[src/rtl/traffic_light_ctrl_if.sv]
// traffic_light_ctrl_if: sensor/request inputs and lamp/phase outputs of the traffic light controller
// Ports: s, ped_req, emerg (requests into controller); main_light, side_light, ped_walk, phase (lamps out)
interface traffic_light_ctrl_if;
  logic       s;
  logic       ped_req;
  logic       emerg;
  logic [1:0] main_light;
  logic [1:0] side_light;
  logic       ped_walk;
  logic [2:0] phase;
  modport master (output s, ped_req, emerg, input main_light, side_light, ped_walk, phase);
  modport slave  (input s, ped_req, emerg, output main_light, side_light, ped_walk, phase);
endinterface

[src/rtl/traffic_light_ctrl.sv]
// traffic_light_ctrl: main/side road light sequencer with pedestrian walk and emergency override
// Ports: clk, rst (async active-low), bus.slave: s, ped_req, emerg in; main_light, side_light, ped_walk, phase out
module traffic_light_ctrl #(
  parameter int MIN_GREEN  = 8,
  parameter int SIDE_GREEN = 6,
  parameter int YELLOW     = 3,
  parameter int ALL_RED    = 2,
  parameter int CNT_W      = 8
) (
  input logic clk,
  input logic rst,
  traffic_light_ctrl_if.slave bus
);
  typedef enum logic [2:0] {MG = 3'd0, MY = 3'd1, AR1 = 3'd2, SG = 3'd3, SY = 3'd4, AR2 = 3'd5, EM = 3'd6} state_t;
  localparam logic [CNT_W-1:0] T_MG = CNT_W'(MIN_GREEN - 1);
  localparam logic [CNT_W-1:0] T_SG = CNT_W'(SIDE_GREEN - 1);
  localparam logic [CNT_W-1:0] T_Y  = CNT_W'(YELLOW - 1);
  localparam logic [CNT_W-1:0] T_AR = CNT_W'(ALL_RED - 1);
  state_t           r_state;
  state_t           w_next;
  logic [CNT_W-1:0] r_tmr;
  logic             r_s_pend;
  logic             r_ped_pend;
  logic             r_walk;
  logic             w_sg_in;
  always_comb begin
    w_next = r_state;
    if (bus.emerg) w_next = EM;
    else
      case (r_state)
        MG:      w_next = (r_tmr >= T_MG && (r_s_pend || r_ped_pend)) ? MY : MG;
        MY:      w_next = (r_tmr == T_Y)  ? AR1 : MY;
        AR1:     w_next = (r_tmr == T_AR) ? SG  : AR1;
        SG:      w_next = (r_tmr == T_SG) ? SY  : SG;
        SY:      w_next = (r_tmr == T_Y)  ? AR2 : SY;
        AR2:     w_next = (r_tmr == T_AR) ? MG  : AR2;
        default: w_next = AR2;
      endcase
  end
  // Entering SG consumes both pending requests; the clear beats a same-cycle set.
  assign w_sg_in = (w_next == SG) && (r_state != SG);
  always_ff @(posedge clk or negedge rst) begin
    if (!rst) begin
      r_state    <= MG;
      r_tmr      <= '0;
      r_s_pend   <= 1'b0;
      r_ped_pend <= 1'b0;
      r_walk     <= 1'b0;
    end else begin
      r_state    <= w_next;
      r_tmr      <= (w_next != r_state) ? '0 : (&r_tmr ? r_tmr : r_tmr + 1'b1);
      r_s_pend   <= w_sg_in ? 1'b0 : (r_s_pend | bus.s);
      r_ped_pend <= w_sg_in ? 1'b0 : (r_ped_pend | bus.ped_req);
      if (w_sg_in) r_walk <= r_ped_pend;
    end
  end
  assign bus.main_light = (r_state == MG) ? 2'b10 : (r_state == MY) ? 2'b01 : 2'b00;
  assign bus.side_light = (r_state == SG) ? 2'b10 : (r_state == SY) ? 2'b01 : 2'b00;
  assign bus.ped_walk   = (r_state == SG) && r_walk;
  assign bus.phase      = r_state;
endmodule

[src/flat_wrapper.sv]
// flat-port wrapper written by rule: the top's interface ports become plain ports
module traffic_light_ctrl_flat 
#(
  parameter int MIN_GREEN  = 8,
  parameter int SIDE_GREEN = 6,
  parameter int YELLOW     = 3,
  parameter int ALL_RED    = 2,
  parameter int CNT_W      = 8
)
  (clk, rst, bus_s, bus_ped_req, bus_emerg, bus_main_light, bus_side_light, bus_ped_walk, bus_phase);
  traffic_light_ctrl_if bus_i ();
  input logic clk;
  input logic rst;
  input wire logic [$bits(bus_i.s)-1:0] bus_s;
  input wire logic [$bits(bus_i.ped_req)-1:0] bus_ped_req;
  input wire logic [$bits(bus_i.emerg)-1:0] bus_emerg;
  output wire logic [$bits(bus_i.main_light)-1:0] bus_main_light;
  output wire logic [$bits(bus_i.side_light)-1:0] bus_side_light;
  output wire logic [$bits(bus_i.ped_walk)-1:0] bus_ped_walk;
  output wire logic [$bits(bus_i.phase)-1:0] bus_phase;
  assign bus_i.s = bus_s;
  assign bus_i.ped_req = bus_ped_req;
  assign bus_i.emerg = bus_emerg;
  assign bus_main_light = bus_i.main_light;
  assign bus_side_light = bus_i.side_light;
  assign bus_ped_walk = bus_i.ped_walk;
  assign bus_phase = bus_i.phase;
  traffic_light_ctrl #(.MIN_GREEN(MIN_GREEN), .SIDE_GREEN(SIDE_GREEN), .YELLOW(YELLOW), .ALL_RED(ALL_RED), .CNT_W(CNT_W)) u_core (.clk(clk), .rst(rst), .bus(bus_i));
endmodule
[config.mk]
export PLATFORM = sky130hd
export DESIGN_NAME = traffic_light_ctrl_flat
export DESIGN_NICKNAME = d
export VERILOG_FILES = /design/src/rtl/traffic_light_ctrl_if.sv /design/src/rtl/traffic_light_ctrl.sv /design/src/flat_wrapper.sv
export SDC_FILE = /design/constraint.sdc
export NUM_CORES = 1
export LEC_CHECK = 0
export ABC_CLOCK_PERIOD_IN_PS = 2300
export CAP_MARGIN = 20
export CORE_MARGIN = 1.5
export CORE_UTILIZATION = 55
export CTS_BUF_LIST = sky130_fd_sc_hd__clkbuf_4 sky130_fd_sc_hd__clkbuf_8
export CTS_CLUSTER_SIZE = 40
export DETAILED_ROUTE_END_ITERATION = 12
export DONT_BUFFER_PORTS = 1
export HOLD_SLACK_MARGIN = 0.05
export PLACE_DENSITY = 0.81
export SLEW_MARGIN = 20
export SYNTH_ARGS = -nofsm -noshare
export SYNTH_HDL_FRONTEND = slang
export SYNTH_SLANG_ARGS = --single-unit
[constraint.sdc]
create_clock -name clk -period 2.3 [get_ports clk]
set_input_delay 0.46 -clock clk [delete_from_list [all_inputs] [get_ports clk]]
set_output_delay 0.46 -clock clk [all_outputs]
set_load 0.01 [all_outputs]
==> results.ini <==
[clock_network]
cts.sinks = 14
cts_tree = done
cts_made_buffers = 3
root_buffer = clkbuf_4
cts_setup_buffers = 0
htree_levels = 1
clock_latency_ns = 0.28
clkTransAtPathRegs_ns = 0.08
cts.path.max_buffers = 2

[finish]
layout.nets = 120
drive_gt1_share_pct = 10.9
regArea_um2 = 350
nFillCells = 130
multi_input_area_um2 = 564
diodes = 0
areaGrowthSynthToFinish_pct = 5.45
final_util_pct = 64.4

[power]
switching_share_pct = 31.7
p_switching_mw = 0.185
comb_power_share_pct = 23.3
fin_total_pwr_mw = 0.585
internal-power_mw = 0.399
p_per_area_mw_per_mm2 = 576
ir_worst_vdd_mv = 0.417
leakagePower_nw = 0.422
p_seq_share_pct = 52.8
clockPowerShare_pct = 23.9

[route]
drtIter0Drc = 33
drc = 0
vias = 842
first_pass_iters = 4
routed_wl_um = 2030
postRouteAntennaNets = 0
vias_per_cell = 6.68
avgRoutedWirePerCell_um = 16.1

[placed_design]
port_buffers = 0
gp_congestion = 0.802
dp.final_hpwl_um = 1460

[critical_path]
crit_chain = inv_1 > ha_1 > nor4b_1 > buf_4 > nand4_1 > a21oi_1 > o311a_1 > mux2_4
reg2reg_slack_ns = 0.15
worstSetupPathType = reg -> reg
r2r-start = u_core.r_tmr[0]$_DFFE_PN0P_
slowest_delay_ns = 0.44
crit_family = compound AO/OA/AOI/OAI gates
crit_path_end_kind = flip-flop
worstPathArrival_ns = 2.32
critPathBufInv = 2
r2r_cells = 8
timing.rr.end = u_core.r_walk$_DFFE_PN0P_
critPathMaxFanout = 5
crit_path_start_kind = flip-flop
critPathSlowestCell = dfrtp_1
cp_data_required_time_ns = 2.47

[sta]
fin_crit_ns = 2.15
tns_ns = 0
skew_ns = 0.00373
max_slew_margin_pct = 56.8
hold_violations = 0
timing.final.crit_share_pct = 93.6
drv_slew = 0
worstMarginPinSlew_ns = 0.646
rsz0062_at_grt = no
finalSetupViolCount = 0
max_freq_mhz = 465
fin_hold_ws_ns = 0.284

[floorplanning]
die_w_um = 44.9
ios = 13
die_area_mm2 = 0.00201
die_height_um = 44.9
num_rows = 14
core-area_mm2 = 0.00158
start_util_pct = 61.1

[global_route]
grt_max_degree = 16
antenna_found_initial = 0
grt_pass1_wl_um = 3540
grt_pass1_vias = 784
grt.overflow.total = 0
grt_use_total_pct = 24.3

[synth]
synth_area_um2 = 963
ys.flop_type = dfrtp_1
syn_nets = 117
synth_edf_count = 0
async_flop_share_pct = 100
ys_types = 41
yosysWarnings = 0
ys_seq_elements = 14
syn_avg_cell_area_um2 = 8.84
yosysSeqAreaShare_pct = 36.4
synth_cells = 109

[worst_hold_path]
hold_class = in -> reg
worst_hold_path.endpoint = u_core.bus.phase[1]$_DFF_PN0_
hold_depth = 1
hp-start = bus_emerg

[job]
max_cap_viol_count = 0

[status]
status = finished, final reports clean

-- per-stage QoR --
stage | setup slack [ns] | instance area, um2 | std cells
finish | 0.147 | 1020 | 126
global route | 0.0150 | 1020 | 126
CTS | 0.146 | 1020 | 126
detailed placement | 0.177 | 983 | 122
global placement | 0.253 | 983 | 122
floorplan | 0.375 | 963 | 109
-- cells in the final DEF (no fill, tap or decap), drive strengths merged, types with 2 or more instances in the layout --
cell type,netlist,routed
a21o,2,2
inv,5,5
ha,3,3
a21oi,4,4
a211oi,5,5
nand2,7,7
nor3,5,5
nor2,12,12
nand4,2,2
nand3,5,5
clkbuf,4,3
a31oi,3,3
and3,3,3
dfrtp,14,14
nand3b,2,2
and2,3,3
nor3b,2,2
nor4b,3,3
nand2b,2,2
o21ai,2,2
buf,3,4
a311oi,2,2
-- per-layer routing --
layer	share of wire, %	global-route usage [%]	vias to the layer above
li1	-	-	410
met1	46	33.9	397
met2	45	36.8	29
met3	6.8	5.60	6
met4	2.1	8.82	0
met5	0	0	-
-- state kept, by name, indices dropped and copies added (netlist names) --
name               count
u_core.r_s_pend        1
u_core.bus.phase       3
u_core.r_ped_pend      1
u_core.r_tmr           8
u_core.r_walk          1
-- worst reg2reg max path, delay by kind of cell (launching register included) --
kind / cells / cell delay [ns]
AO/OA/AOI/OAI: 2 / 0.48
adder cells (fa/ha/maj): 1 / 0.16
buffers and inverters: 2 / 0.27
flip-flops: 1 / 0.44
multiplexers: 1 / 0.31
AND/OR/NAND/NOR: 2 / 0.38
-- what timing repair did --
| action | CTS | global route |
|---|---|---|
| resized for setup | 0 | 0 |
| hold buffers | 1 | 0 |
| hold endpoints to repair | 14 | 0 |
-- how the worst max path moves through the flow --
| stage | to | cells past startpoint | slack, ns | start |
|---|---|---|---|---|
| after floorplan | u_core.r_walk$_DFFE_PN0P_ | 7 | 0.37 | u_core.r_tmr[0]$_DFFE_PN0P_ |
| after global placement | u_core.r_walk$_DFFE_PN0P_ | 8 | 0.25 | u_core.r_tmr[0]$_DFFE_PN0P_ |
| after detailed placement | u_core.r_walk$_DFFE_PN0P_ | 8 | 0.18 | u_core.r_tmr[0]$_DFFE_PN0P_ |
| after CTS | u_core.r_walk$_DFFE_PN0P_ | 8 | 0.15 | u_core.r_tmr[0]$_DFFE_PN0P_ |
| after global routing | u_core.r_walk$_DFFE_PN0P_ | 8 | 0.01 | u_core.r_tmr[0]$_DFFE_PN0P_ |
| final | u_core.r_walk$_DFFE_PN0P_ | 8 | 0.15 | u_core.r_tmr[0]$_DFFE_PN0P_ |
-- cells in the mapped netlist, drive strengths merged (2+ instances only) --
library cell | n | area [um2]
nor3 | 5 | 36.3
nand2b | 2 | 12.5
a31oi | 3 | 18.8
nor3b | 2 | 15.0
nor2 | 12 | 45.0
buf | 3 | 15.0
nand2 | 7 | 26.3
o21ai | 2 | 10.0
a211oi | 5 | 37.5
and3 | 3 | 23.8
nand4 | 2 | 12.5
ha | 3 | 37.5
a21o | 2 | 15.0
clkbuf | 4 | 15.0
and2 | 3 | 18.8
a311oi | 2 | 17.5
a21oi | 4 | 20.0
dfrtp | 14 | 350
nand3 | 5 | 25.0
nor4b | 3 | 32.5
nand3b | 2 | 15.0
inv | 5 | 18.8
-- power groups by stage --
| stage | clock network [mW] | registers, mW | logic [mW] |
|---|---|---|---|
| floorplan | 0 | 0.294 | 0.117 |
| global placement | 0 | 0.311 | 0.126 |
| detailed placement | 0 | 0.314 | 0.129 |
| CTS | 0.143 | 0.309 | 0.136 |
| global route | 0.154 | 0.315 | 0.151 |
| finish | 0.139 | 0.309 | 0.136 |
-- logic make-up after synthesis --
logic type	Yosys count	synth area share, %
xor gates and xnor gates	1	0.909
buffers and inverters	12	5.06
AOI/OAI and AO/OA	26	20.1
adders and majority gates	3	3.90
DFF	14	36.4
and+or+nand+nor	51	31.0
muxes	2	2.60
-- cell type report --
cell class | instances | share of cell area [%]
Clock buffer | 3 | 2.22
Tap cell | 16 | 1.97
Inverter | 5 | 1.85
Timing Repair Buffer | 5 | 3.94
Multi-Input combinational cell | 83 | 55.5
Sequential cell | 14 | 34.5
Power figures use the tool's default switching activity.
